$ cat config.mk
export PLATFORM = sky130hd
export DESIGN_NAME = sd_spi_master_flat
export DESIGN_NICKNAME = d
export VERILOG_FILES = /design/src/rtl/sd_spi_if.sv /design/src/rtl/sd_spi_master.sv /design/src/flat_wrapper.sv
export SDC_FILE = /design/constraint.sdc
export NUM_CORES = 1
export LEC_CHECK = 0
export ABC_AREA = 1
export BUFFER_PORTS_ARGS = -buffer_cell sky130_fd_sc_hd__buf_2
export CAP_MARGIN = 5
export CELL_PAD_IN_SITES_DETAIL_PLACEMENT = 1
export CELL_PAD_IN_SITES_GLOBAL_PLACEMENT = 1
export CORE_ASPECT_RATIO = 1.25
export CORE_UTILIZATION = 40
export DETAILED_ROUTE_END_ITERATION = 10
export PLACE_DENSITY_LB_ADDON = 0.1
export SETUP_SLACK_MARGIN = 0.3
export SYNTH_ARGS = -nofsm -noshare
export SYNTH_HDL_FRONTEND = slang
export SYNTH_SLANG_ARGS = --single-unit
$ cat constraint.sdc
create_clock -name clk -period 1.9 [get_ports clk]
set_clock_uncertainty 0.05 [all_clocks]
set_input_delay 0.095 -clock clk [delete_from_list [all_inputs] [get_ports clk]]
set_output_delay 0.095 -clock clk [all_outputs]
set_load 0.02 [all_outputs]
$ cat src/rtl/sd_spi_if.sv
// sd_spi_if: bundle of the byte-transfer handshake and SPI pins of sd_spi_master.
//   master modport: the SD host side (issues requests, drives miso from the card model).
//   slave  modport: the sd_spi_master block itself.
// Signals:
//   div      SCK half-period minus one      start    request a byte transfer
//   tx_data  byte to send, MSB first        cs_wr    chip-select write strobe
//   cs_val   new chip-select level          rx_data  received byte
//   busy     transfer in progress           done     one-cycle completion pulse
//   sck/mosi/miso/cs_n  SPI pins            act      activity indication
interface sd_spi_if #(
    parameter int unsigned DIV_W = 8
);
    logic [DIV_W-1:0] div;
    logic             start;
    logic [7:0]       tx_data;
    logic             cs_wr;
    logic             cs_val;
    logic [7:0]       rx_data;
    logic             busy;
    logic             done;
    logic             sck;
    logic             mosi;
    logic             miso;
    logic             cs_n;
    logic             act;

    modport master (
        output div, start, tx_data, cs_wr, cs_val, miso,
        input  rx_data, busy, done, sck, mosi, cs_n, act
    );

    modport slave (
        input  div, start, tx_data, cs_wr, cs_val, miso,
        output rx_data, busy, done, sck, mosi, cs_n, act
    );
endinterface

$ cat src/rtl/sd_spi_master.sv
// sd_spi_master: byte-wide SPI mode-0 initiator for an SD card.
// Each transfer is full duplex: tx_data goes out MSB first on mosi while miso is shifted in.
// SCK half-period is div+1 clk cycles; div and tx_data are latched when start is accepted.
// Ports:
//   clk    system clock, rising edge
//   reset  synchronous reset, active-high
//   bus    sd_spi_if.slave (div, start, tx_data, cs_wr, cs_val, rx_data, busy, done,
//          sck, mosi, miso, cs_n, act)
// Optional feature: define SD_SPI_ACT_EN to build the activity-stretch counter behind act;
// otherwise act is tied low.
module sd_spi_master #(
    parameter int unsigned DIV_W     = 8,
    parameter int unsigned ACT_TICKS = 1000000
) (
    input logic    clk,
    input logic    reset,
    sd_spi_if.slave bus
);

    typedef enum logic [1:0] {StIdle, StLow, StHigh, StFin} state_e;

    state_e           state_q, state_d;
    logic [DIV_W-1:0] div_q, div_d;
    logic [DIV_W-1:0] phase_q, phase_d;
    logic [2:0]       bit_q, bit_d;
    logic [7:0]       shift_q, shift_d;
    logic [7:0]       rx_q, rx_d;
    logic             sck_q, sck_d;
    logic             mosi_q, mosi_d;
    logic             cs_n_q, cs_n_d;
    logic             busy;
    logic             phase_end;

    assign phase_end = (phase_q == '0);

    // State register
    always_ff @(posedge clk) begin
        if (reset) begin
            state_q <= StIdle;
        end else begin
            state_q <= state_d;
        end
    end

    // Next-state logic
    always_comb begin
        state_d = state_q;
        unique case (state_q)
            StIdle: if (bus.start) state_d = StLow;
            StLow:  if (phase_end) state_d = StHigh;
            StHigh: if (phase_end) state_d = (bit_q == 3'd0) ? StFin : StLow;
            StFin:  state_d = StIdle;
            default: state_d = StIdle;
        endcase
    end

    // Datapath / output next-values
    always_comb begin
        div_d   = div_q;
        phase_d = phase_q;
        bit_d   = bit_q;
        shift_d = shift_q;
        rx_d    = rx_q;
        sck_d   = sck_q;
        mosi_d  = mosi_q;
        cs_n_d  = cs_n_q;

        if (bus.cs_wr && !busy) cs_n_d = bus.cs_val;

        unique case (state_q)
            StIdle: begin
                if (bus.start) begin
                    div_d   = bus.div;
                    phase_d = bus.div;
                    shift_d = bus.tx_data;
                    mosi_d  = bus.tx_data[7];
                    bit_d   = 3'd7;
                    sck_d   = 1'b0;
                end
            end
            StLow: begin
                if (phase_end) begin
                    // Rising SCK: sample miso; the same register shifts tx out of bit 7.
                    sck_d   = 1'b1;
                    shift_d = {shift_q[6:0], bus.miso};
                    phase_d = div_q;
                end else begin
                    phase_d = phase_q - DIV_W'(1);
                end
            end
            StHigh: begin
                if (phase_end) begin
                    sck_d   = 1'b0;
                    phase_d = div_q;
                    if (bit_q != 3'd0) begin
                        bit_d  = bit_q - 3'd1;
                        mosi_d = shift_q[7];
                    end else begin
                        // Load rx on entry to FIN so it is valid in the done cycle.
                        rx_d   = shift_q;
                        mosi_d = 1'b1;
                    end
                end else begin
                    phase_d = phase_q - DIV_W'(1);
                end
            end
            StFin: begin
                mosi_d = 1'b1;
            end
            default: ;
        endcase
    end

    always_ff @(posedge clk) begin
        if (reset) begin
            div_q   <= '0;
            phase_q <= '0;
            bit_q   <= 3'd0;
            shift_q <= 8'hFF;
            rx_q    <= 8'hFF;
            sck_q   <= 1'b0;
            mosi_q  <= 1'b1;
            cs_n_q  <= 1'b1;
        end else begin
            div_q   <= div_d;
            phase_q <= phase_d;
            bit_q   <= bit_d;
            shift_q <= shift_d;
            rx_q    <= rx_d;
            sck_q   <= sck_d;
            mosi_q  <= mosi_d;
            cs_n_q  <= cs_n_d;
        end
    end

    // Outputs
    always_comb begin
        busy = (state_q == StLow) || (state_q == StHigh);
    end

    assign bus.busy    = busy;
    assign bus.done    = (state_q == StFin);
    assign bus.rx_data = rx_q;
    assign bus.sck     = sck_q;
    assign bus.mosi    = mosi_q;
    assign bus.cs_n    = cs_n_q;

`ifdef SD_SPI_ACT_EN
    localparam int unsigned ActW = $clog2(ACT_TICKS + 1);

    logic [ActW-1:0] act_q, act_d;
    logic            mosi_prev_q;
    logic            miso_prev_q;

    // Any pin edge reloads the stretch counter; otherwise count down to 0 and hold.
    always_comb begin
        act_d = act_q;
        if ((mosi_q != mosi_prev_q) || (bus.miso != miso_prev_q)) begin
            act_d = ActW'(ACT_TICKS - 1);
        end else if (act_q != '0) begin
            act_d = act_q - ActW'(1);
        end
    end

    always_ff @(posedge clk) begin
        if (reset) begin
            act_q       <= '0;
            mosi_prev_q <= 1'b1;
            miso_prev_q <= 1'b1;
        end else begin
            act_q       <= act_d;
            mosi_prev_q <= mosi_q;
            miso_prev_q <= bus.miso;
        end
    end

    assign bus.act = (act_q != '0);
`else
    assign bus.act = 1'b0;
`endif

endmodule

$ cat src/flat_wrapper.sv
// flat-port wrapper written by rule: the top's interface ports become plain ports
module sd_spi_master_flat 
#(
    parameter int unsigned DIV_W     = 8,
    parameter int unsigned ACT_TICKS = 1000000
)
  (clk, reset, bus_div, bus_start, bus_tx_data, bus_cs_wr, bus_cs_val, bus_miso, bus_rx_data, bus_busy, bus_done, bus_sck, bus_mosi, bus_cs_n, bus_act);
  sd_spi_if #(.DIV_W(DIV_W)) bus_i ();
  input logic clk;
  input logic reset;
  input wire logic [$bits(bus_i.div)-1:0] bus_div;
  input wire logic [$bits(bus_i.start)-1:0] bus_start;
  input wire logic [$bits(bus_i.tx_data)-1:0] bus_tx_data;
  input wire logic [$bits(bus_i.cs_wr)-1:0] bus_cs_wr;
  input wire logic [$bits(bus_i.cs_val)-1:0] bus_cs_val;
  input wire logic [$bits(bus_i.miso)-1:0] bus_miso;
  output wire logic [$bits(bus_i.rx_data)-1:0] bus_rx_data;
  output wire logic [$bits(bus_i.busy)-1:0] bus_busy;
  output wire logic [$bits(bus_i.done)-1:0] bus_done;
  output wire logic [$bits(bus_i.sck)-1:0] bus_sck;
  output wire logic [$bits(bus_i.mosi)-1:0] bus_mosi;
  output wire logic [$bits(bus_i.cs_n)-1:0] bus_cs_n;
  output wire logic [$bits(bus_i.act)-1:0] bus_act;
  assign bus_i.div = bus_div;
  assign bus_i.start = bus_start;
  assign bus_i.tx_data = bus_tx_data;
  assign bus_i.cs_wr = bus_cs_wr;
  assign bus_i.cs_val = bus_cs_val;
  assign bus_i.miso = bus_miso;
  assign bus_rx_data = bus_i.rx_data;
  assign bus_busy = bus_i.busy;
  assign bus_done = bus_i.done;
  assign bus_sck = bus_i.sck;
  assign bus_mosi = bus_i.mosi;
  assign bus_cs_n = bus_i.cs_n;
  assign bus_act = bus_i.act;
  sd_spi_master #(.DIV_W(DIV_W), .ACT_TICKS(ACT_TICKS)) u_core (.clk(clk), .reset(reset), .bus(bus_i));
endmodule
==> results by group, run 1 <==
STA
  – Max-slew violations: 0
  – Final worst slack: 0.349 ns
  – Final Hold Fails: 1
  – Relative slew slack: 66.3%
  – Setup repair after global routing missed its margin: no
  – Final setup vio count: 0
  – TNS Setup: 0 ns
  – Slew @ Worst Pin: 0.502 ns
  – Tcrit/Tclk final: 81.6%
  – Worst hold slack: -0.00579 ns
  – Max frequency: 645 MHz
  – Tmin final: 1.55 ns

Clock tree
  – Root buf cell: clkbuf_8
  – CTS Buffer Depth: 2
  – H-tree depth: 2
  – CTS tree: done
  – Worst-Skew Late Latency: 0.30 ns
  – CTS buffer count: 5
  – CTS sink cnt: 40
  – Reg clk slew, reported paths: 0.09 ns

Power and ir drop
  – Logic pwr share: 58.9%
  – Seq pwr share: 26.5%
  – Cell-internal power: 0.00262 W
  – Switching part of the total: 46.9%
  – Sw Pwr: 0.00232 W
  – VDD IR max: 0.000724 V
  – Leakage: 1.28 nW
  – Power Dens Cells: 1840 mW/mm2
  – Clock Power Share: 14.6%

Synthesis
  – Netlist cell types: 30
  – Syn. warnings: 0
  – Sequential area share after synthesis: 36.8%
  – Cell Area, Synth: 0.00217 mm2
  – Count leader, synth: nand2_1
  – Syn Nets: 325
  – Mapped Cells: 294
  – Top_reg_cell synth: dfxtp_1
  – Share of the synthesized area in the top cell type: 36.8%
  – Commonest cells post-synth: nand2_1 (58), dfxtp_1 (40), o21ai_0 (31)
  – Number of synthesized flops with an enable pin: 0
  – Top post-synthesis cells by area: dfxtp_1 (37%), nand2_1 (10%), o211ai_2 (8.6%)
  – Yosys top cell by area: dfxtp_1
  – Syn Area/Cell: 7.39 um2
  – #FFs+latches synth: 40
  – Asr flop ratio synth: 0%

Routing
  – 1st-pass router iterations: 4
  – Via count: 2,081
  – DRT iter0 DRCs: 76
  – Post-detailed-route count of antenna-violating nets: 0
  – Post-Route WL: 5910 um
  – Post-DR wirelength/cell: 14.6 um
  – Vias/cell: 5.15
  – Drt drc: 0

Global routing
  – Global-route wire length before repair: 9320 um
  – Total congestion overflow: 0
  – Largest net degree at the start of global routing: 20
  – Total Routing Usage GR: 21.4%
  – Vias in the first global route: 2,077
  – Initial antenna violation count: 0

Floorplanning
  – Core Region: 0.00515 mm2
  – Die height: 84.4 um
  – Std-Cell Rows: 29
  – Die area: 0.00573 mm2
  – Initial core utilization: 42.2%
  – Die width: 67.9 um
  – Ports: 36

Run status
  – Status: finished with violations
  – Violated checks: negative hold slack

Critical path
  – CP Capture Type: flop
  – CP required: 2.05 ns
  – Worst setup SP type: flop
  – Critical path class: reg2reg
  – Arr. time, crit path: 1.70 ns
  – Critical path fanouts, max: 5

Final layout
  – Share of layout cells above drive strength 1: 31.6%
  – Area Overhead vs Synth: 23.4%
  – Final cell count without fillers: 404
  – Ant. Diodes: 0
  – # nets final: 372

Place
  – Final GP Congestion: 0.805
  – Number of port buffers: 34
  – Dpl ws: 0.126 ns
  – Cells after DPL: 383
  – HPWL after DPL: 3830 um

Run
  – Max cap viols: 0

Hold path
  – Tightest Hold Check Type: in2reg
layout by cell type, fill, tap and decap left out, drive strengths merged:
cell type / instances
o21ai: 34
buf: 50
conb: 1
nand2: 64
clkbuf: 5
o211ai: 17
nor3: 2
nand3b: 1
bufinv: 1
clkinvlp: 1
nor2: 33
a21oi: 26
ha: 9
dfxtp: 40
clkinv: 2
inv: 35
nand4: 1
dlygate4sd3: 1
xnor2: 1
nand3: 18
routing by layer:
metal,GRT usage (%),vias to the layer above,wire [um]
met5,0,-,0
met4,6.44,0,78
met3,4.21,8,131
met2,37.4,25,3180
met1,25.4,992,2530
li1,-,1056,-
what timing repair did:
item,4_1_cts,5_1_grt
hold endpoints to repair,4,4
endpoints found under the setup margin,27,32
pin swaps,2,4
resized for setup,3,21
setup buffers,5,7
layout make-up:
type / instances / area, um2
clock buffer: 5 / 68.8
clock inverter: 3 / 42.5
fill: 684 / 2470
inverter: 36 / 140
multi-input combinational: 207 / 1230
sequential: 40 / 808
tap: 62 / 77.6
timing repair buffer: 51 / 312
cell families after synthesis:
family | share of synthesized area, %
fa+ha+maj | 5.18
compound gates | 23.7
xor+xnor | 0.403
flops | 36.8
simple gates | 24.4
other cells | 0.173
buf+inv | 9.38
state kept, by name, indices dropped and copies added (netlist names):
name                cells
u_core.phase_q          8
u_core.bus.sck          1
u_core.bus.cs_n         1
u_core.div_q            8
u_core.state_q          2
u_core.shift_q          8
u_core.bus.rx_data      8
u_core.bit_q            3
u_core.bus.mosi         1
power groups by stage:
stage,logic [W],clock network [W],registers (W)
2_1_floorplan,0.00198,0,0.00130
3_3_place_gp,0.00244,0,0.00131
3_5_place_dp,0.00249,0,0.00131
4_1_cts,0.00262,0.000725,0.00130
5_1_grt,0.00323,0.000765,0.00135
6_report,0.00291,0.000720,0.00131
final timing paths:
path / endpoint / cells past startpoint / from / slack, ns
worst max-delay path: u_core.phase_q[3] / 8 / u_core.state_q[1] / 0.35
worst min-delay path: u_core.bus.cs_n / 3 / bus_cs_val / -0.006
worst max register to register: u_core.phase_q[3] / 8 / u_core.state_q[1] / 0.35
worst min register to register: u_core.div_q[0] / 2 / u_core.div_q[0] / 0.41
worst max-delay path: stages (launching register included):
cell     delay, ns
dfxtp_4       0.37
inv_2         0.08
ha_4          0.28
inv_2         0.05
o21ai_4       0.24
buf_6         0.15
nand2_1       0.06
nor2_1        0.11
nor2_1        0.04
through the flow:
stage / cell area [um2] / utilization, % / total power (W) / hold WS, ns
global placement: 2390 / 46.4 / 0.00375 / 0.276
CTS: 2550 / 49.4 / 0.00465 / -0.0431
floorplan: 2180 / - / 0.00329 / 0.114
detailed placement: 2390 / 46.4 / 0.00380 / 0.281
global route: 2680 / 52.0 / 0.00534 / 0.0411
finish: 2680 / 52.0 / 0.00494 / -0.00579
Note: power is estimated with default switching activity, not from simulation.
==> run 2: changes to the inputs <==
Settings changed: ABC_AREA 1 to 0, CORE_UTILIZATION 40 to 41.
Clock period 1.9 ns to 1.46 ns, I/O delays scaled along.
==> results by group, run 2 <==
Routing
  – DRT iter0 DRCs: 184
  – Drt drc: 0
  – Post-DR wirelength/cell: 26.7 um
  – Post-detailed-route count of antenna-violating nets: 0
  – 1st-pass router iterations: 4
  – Vias/cell: 6.19
  – Post-Route WL: 11,600 um
  – Via count: 2,699

Clock tree
  – Root buf cell: clkbuf_8
  – CTS Buffer Depth: 2
  – H-tree depth: 2
  – Reg clk slew, reported paths: 0.09 ns
  – CTS buffer count: 5
  – Worst-Skew Late Latency: 0.31 ns
  – CTS sink cnt: 40
  – CTS tree: done

Synthesis
  – Top_reg_cell synth: dfxtp_1
  – Netlist cell types: 47
  – Share of the synthesized area in the top cell type: 37.1%
  – Syn. warnings: 0
  – Syn Area/Cell: 8.14 um2
  – Number of synthesized flops with an enable pin: 0
  – Mapped Cells: 265
  – Yosys top cell by area: dfxtp_1
  – #FFs+latches synth: 40
  – Cell Area, Synth: 0.00216 mm2
  – Sequential area share after synthesis: 37.1%
  – Top post-synthesis cells by area: dfxtp_1 (37%), a21oi_1 (7.0%), ha_1 (5.2%)
  – Syn Nets: 296
  – Count leader, synth: dfxtp_1
  – Asr flop ratio synth: 0%
  – Commonest cells post-synth: dfxtp_1 (40), a21oi_1 (30), nand2_1 (27)

Run status
  – Violated checks: negative setup slack
  – Status: finished with violations

Critical path
  – Origin of the worst setup path: u_core.phase_q[3]
  – Worst-path cell chain: buf_4 > or3_4 > or4_4 > a311oi_2 > o22ai_1 > nor2_1
  – Crit path depth: 6
  – Reg2reg end: u_core.phase_q[5]
  – Arr. time, crit path: 2.30 ns
  – Critical path class: reg2reg
  – WP buf/inv: 1
  – Critical path's top delay family: simple AND/OR/NAND/NOR gates
  – R2R setup slack: -0.67 ns
  – Worst Reg-to-Reg Cells: 6
  – CP Capture Type: flop
  – Reg2reg start: u_core.phase_q[3]
  – Critical path fanouts, max: 4
  – Slowest CP cell: or4_4
  – Worst setup SP type: flop
  – CP required: 1.63 ns
  – Critical Path Sink: u_core.phase_q[5]
  – Critical Path Max Stage Delay: 0.43 ns

Final layout
  – Multi-input gate area: 0.00156 mm2
  – FILL cells: 552
  – # nets final: 404
  – Register area: 811 um2
  – Area Overhead vs Synth: 67.8%
  – Ant. Diodes: 0
  – Commonest non-fill, non-tap cell in the layout: buf_4
  – Final cell count without fillers: 436
  – Share of layout cells above drive strength 1: 54.0%
  – Most frequent cells in the layout: buf_4 (49), dfxtp_1 (34), buf_2 (32), buf_6 (19)
  – Post-route cell area: 0.00362 mm2

STA
  – Max frequency: 470 MHz
  – Relative slew slack: 52.3%
  – Tcrit/Tclk final: 146%
  – Setup repair after global routing missed its margin: yes
  – Final Hold Fails: 0
  – Final setup vio count: 33
  – Max-slew violations: 0
  – Worst hold slack: 0.0465 ns
  – TNS Setup: -16.45 ns
  – Tmin final: 2.13 ns
  – Final worst slack: -0.668 ns
  – Slew @ Worst Pin: 0.715 ns

Global routing
  – Total congestion overflow: 0
  – Vias in the first global route: 2,666
  – Initial antenna violation count: 0
  – Global-route wire length before repair: 14,000 um
  – Largest net degree at the start of global routing: 34
  – Total Routing Usage GR: 34.9%

Power and ir drop
  – VDD IR max: 0.00170 V
  – Leakage: 1.54 nW
  – Pwr Total: 0.00972 W
  – Power Dens Cells: 2680 mW/mm2

Floorplanning
  – Core Region: 0.00508 mm2
  – Die width: 66.9 um
  – Ports: 36
  – Die area: 0.00556 mm2
  – Die height: 83.1 um
  – Initial core utilization: 42.5%
  – Std-Cell Rows: 29

Place
  – Placed cell area: 0.00283 mm2
  – Cells after DPL: 394
  – HPWL after DPL: 4640 um
  – Final GP Congestion: 0.832
  – Number of port buffers: 34

Run
  – Max cap viols: 0

Hold path
  – Tightest Hold Check Type: in2reg
-- run 2: cell types whose count changed after synthesis, moves of 7 or more --
cell / change
nand3_1: -16
a211o_1: +8
nor3_1: +8
o211ai_2: -15
inv_2: -9
nand2_1: -31
nor2b_1: +10
a211oi_1: +11
o21ai_0: -21
inv_1: -9
clkbuf_1: +7
-- run 2: through the flow --
step	util [%]	setup WS (ns)
2_1_floorplan	-	-0.529
3_3_place_gp	55.6	-0.450
3_5_place_dp	55.6	-0.530
4_1_cts	66.0	-0.470
5_1_grt	71.3	-0.666
6_report	71.3	-0.668
-- run 2: cell type report --
class                           count  share of cell area, %
Multi-Input combinational cell    190                   43.0
Timing Repair Buffer              118                   27.3
Sequential cell                    40                   22.4
Tap cell                           62                   2.14
Inverter                           18                   2.07
Clock buffer                        5                   1.90
Clock inverter                      3                   1.18
-- run 2: worst min path at each step --
stage	startpoint	to	slack, ns	cells after the start
after floorplan	bus_div[2]	u_core.div_q[2]	0.17	2
after global placement	bus_cs_val	u_core.bus.cs_n	0.29	3
after detailed placement	bus_cs_val	u_core.bus.cs_n	0.29	3
after CTS	bus_miso	u_core.shift_q[0]	0.02	3
after global routing	bus_miso	u_core.shift_q[0]	0.07	3
final	bus_miso	u_core.shift_q[0]	0.05	3
-- run 2: worst min-delay path, delay by kind of cell --
family                 cells  cell delay (ns)
AO/OA/AOI/OAI              2             0.21
buffers and inverters      1             0.08
-- run 2: metal layers --
| layer | up-vias | part of all wire, % | global-route usage, % |
|---|---|---|---|
| met3 | 71 | 6.8 | 7.01 |
| li1 | 1147 | - | - |
| met2 | 173 | 51 | 63.5 |
| met4 | 0 | 6.4 | 18.6 |
| met1 | 1308 | 35 | 35.8 |
| met5 | - | 0 | 0 |
-- run 2: kinds of logic after synthesis --
group,Yosys count,share of synthesized area (%)
AOI/OAI and AO/OA,83,26.9
xor gates and xnor gates,4,1.62
adders and majority gates,9,5.22
buffers and inverters,36,7.66
DFF,40,37.1
muxes,1,0.464
other,1,0.174
and+or+nand+nor,91,20.8
-- run 2: power by group --
part | internal [W] | total (W) | switching [W]
combinational | 0.00323 | 0.00692 | 0.00369
clock | 0.000507 | 0.000986 | 0.000478
sequential | 0.00145 | 0.00181 | 0.000360
total | 0.00519 | 0.00972 | 0.00453
-- run 2: what timing repair did --
action,in CTS,in global routing
buffers inserted,13,9
setup endpoints to repair,42,42
hold buffers,10,0
gates resized for setup,45,50
hold endpoints to repair,9,0
pin swaps,17,15
cloned,2,0
==> run 3: changes to the inputs <==
Settings changed: GPL_TIMING_DRIVEN set to 0, SETUP_SLACK_MARGIN 0.3 to not set.
==> results by group, run 3 (synthesis gave the netlist of run 2 again) <==
Routing
  – Post-DR wirelength/cell: 17.6 um
  – Post-Route WL: 7030 um
  – 1st-pass router iterations: 4
  – Post-detailed-route count of antenna-violating nets: 0
  – Drt drc: 0
  – Vias/cell: 5.53
  – DRT iter0 DRCs: 69
  – Via count: 2,211

Hold path
  – WHS Path Cells: 3
  – Tightest Hold Check Type: in2reg
  – Hold_sp: bus_miso
  – Hold Path Sink: u_core.shift_q[0]

Run status
  – Violated checks: negative setup slack
  – Status: finished with violations

Clock tree
  – Root buf cell: clkbuf_8
  – Reg clk slew, reported paths: 0.08 ns
  – CTS Buffer Depth: 2
  – CTS sink cnt: 40
  – CTS tree: done
  – H-tree depth: 2
  – CTS buffer count: 5
  – Worst-Skew Late Latency: 0.30 ns

Critical path
  – Slowest CP cell: or3b_4
  – Worst Reg-to-Reg Cells: 8
  – Critical path class: reg2reg
  – Reg2reg start: u_core.phase_q[0]
  – Critical path fanouts, max: 4
  – CP required: 1.64 ns
  – CP Capture Type: flop
  – Worst setup SP type: flop
  – Arr. time, crit path: 2.14 ns
  – Critical Path Max Stage Delay: 0.41 ns
  – Worst-path cell chain: inv_4 > ha_4 > or3b_4 > or2_4 > a211oi_2 > buf_4 > nor2_2 > o21bai_1
  – Reg2reg end: u_core.bus.mosi
  – R2R setup slack: -0.50 ns

Floorplanning
  – Std-Cell Rows: 29
  – Die height: 83.1 um
  – Initial core utilization: 42.5%
  – Core Region: 0.00508 mm2
  – Die width: 66.9 um
  – Die area: 0.00556 mm2
  – Ports: 36

Final layout
  – Share of layout cells above drive strength 1: 42.0%
  – Area Overhead vs Synth: 45.4%
  – Most frequent cells in the layout: buf_2 (35), dfxtp_1 (34), nand2_1 (24), nor2_1 (22), buf_4 (20)
  – Post-route cell area: 0.00314 mm2
  – Ant. Diodes: 0
  – Final cell count without fillers: 400
  – Commonest non-fill, non-tap cell in the layout: buf_2
  – # nets final: 368
  – Final Util: 61.7%

STA
  – Slew @ Worst Pin: 0.700 ns
  – Tmin final: 1.96 ns
  – Relative slew slack: 53.3%
  – Final Hold Fails: 0
  – Final setup vio count: 31
  – Max frequency: 510 MHz
  – Worst hold slack: 0.0198 ns
  – TNS Setup: -12.98 ns
  – Final worst slack: -0.500 ns
  – Setup repair after global routing missed its margin: yes
  – Tcrit/Tclk final: 134%
  – Max-slew violations: 0

Global routing
  – Largest net degree at the start of global routing: 13
  – Initial antenna violation count: 0
  – Vias in the first global route: 2,278
  – Total congestion overflow: 0
  – Total Routing Usage GR: 26.0%
  – Global-route wire length before repair: 10,800 um

Power and ir drop
  – Cell-internal power: 0.00400 W
  – Power Dens Cells: 2370 mW/mm2
  – Switching part of the total: 46.2%
  – VDD IR max: 0.00102 V
  – Logic pwr share: 64.2%
  – Leakage: 1.30 nW
  – Sw Pwr: 0.00344 W
  – Seq pwr share: 25.2%
  – Clock Power Share: 10.6%

Place
  – Placed cell area: 0.00253 mm2
  – Cells after DPL: 360
  – HPWL after DPL: 4250 um
  – Number of port buffers: 33
  – Final GP Congestion: 0.780

Run
  – Max cap viols: 0
==> run 3: changes by cell type in the layout (fill, tap and decap cells not counted), moves of 4 or more <==
cell,change
nor3_1,-6
nor2_1,+4
nor3_4,+7
clkbuf_1,+4
buf_6,-10
a21oi_2,-7
buf_4,-29
a21oi_1,+7
nand2_1,+8
nand2_4,-7
==> run 3: worst max-delay path by stage <==
stage	end	slack [ns]	cells after the start	startpoint
3_3_place_gp	u_core.shift_q[7]	-0.65	9	u_core.phase_q[0]
5_1_grt	u_core.bus.mosi	-0.57	8	u_core.phase_q[0]
4_1_cts	u_core.phase_q[5]	-0.53	7	u_core.phase_q[5]
3_5_place_dp	u_core.shift_q[6]	-0.67	9	u_core.phase_q[0]
2_1_floorplan	u_core.phase_q[1]	-0.53	9	u_core.phase_q[1]
6_report	u_core.bus.mosi	-0.50	8	u_core.phase_q[0]
==> run 3: per-layer routing <==
metal / up-vias / GRT usage (%) / routed length [um]
met2: 39 / 48.3 / 3850
li1: 1067 / - / -
met1: 1089 / 27.9 / 2870
met3: 16 / 4.53 / 160
met4: 0 / 9.86 / 148
met5: - / 0 / 0
==> run 3: power groups by stage <==
stage | sequential, W | combinational, W | clock, W
2_1_floorplan | 0.00173 | 0.00271 | 0
3_3_place_gp | 0.00180 | 0.00333 | 0
3_5_place_dp | 0.00181 | 0.00342 | 0
4_1_cts | 0.00181 | 0.00420 | 0.000801
5_1_grt | 0.00191 | 0.00514 | 0.000837
6_report | 0.00187 | 0.00478 | 0.000789
==> run 3: what timing repair did <==
action | 4_1_cts | 5_1_grt
gates cloned | 2 | 0
gates resized for setup | 39 | 35
endpoints found under the setup margin | 39 | 41
hold buffers | 10 | 0
setup buffers | 18 | 7
endpoints found under the hold margin | 9 | 0
pin swaps | 12 | 17
==> run 3: final cells by class <==
| cell class | count | area [um2] |
|---|---|---|
| Inverter | 18 | 77.6 |
| Tap cell | 62 | 77.6 |
| Multi-Input combinational cell | 189 | 1470 |
| Clock inverter | 2 | 10.0 |
| Buffer | 15 | 115 |
| Sequential cell | 40 | 818 |
| Clock buffer | 6 | 82.6 |
| Fill cell | 601 | 1940 |
| Timing Repair Buffer | 68 | 483 |
==> run 3: critical path: cells and delay by family (launching register included) <==
family | cells | cell delay [ns]
DFF | 1 | 0.37
adders and majority gates | 1 | 0.12
AOI/OAI and AO/OA | 2 | 0.38
buffers and inverters | 2 | 0.21
and+or+nand+nor | 3 | 0.75
==> run 3: stage by stage <==
step	worst slack [ns]	total power, W
detailed placement	-0.674	0.00522
global route	-0.569	0.00789
global placement	-0.653	0.00513
floorplan	-0.530	0.00444
finish	-0.500	0.00744
CTS	-0.533	0.00681
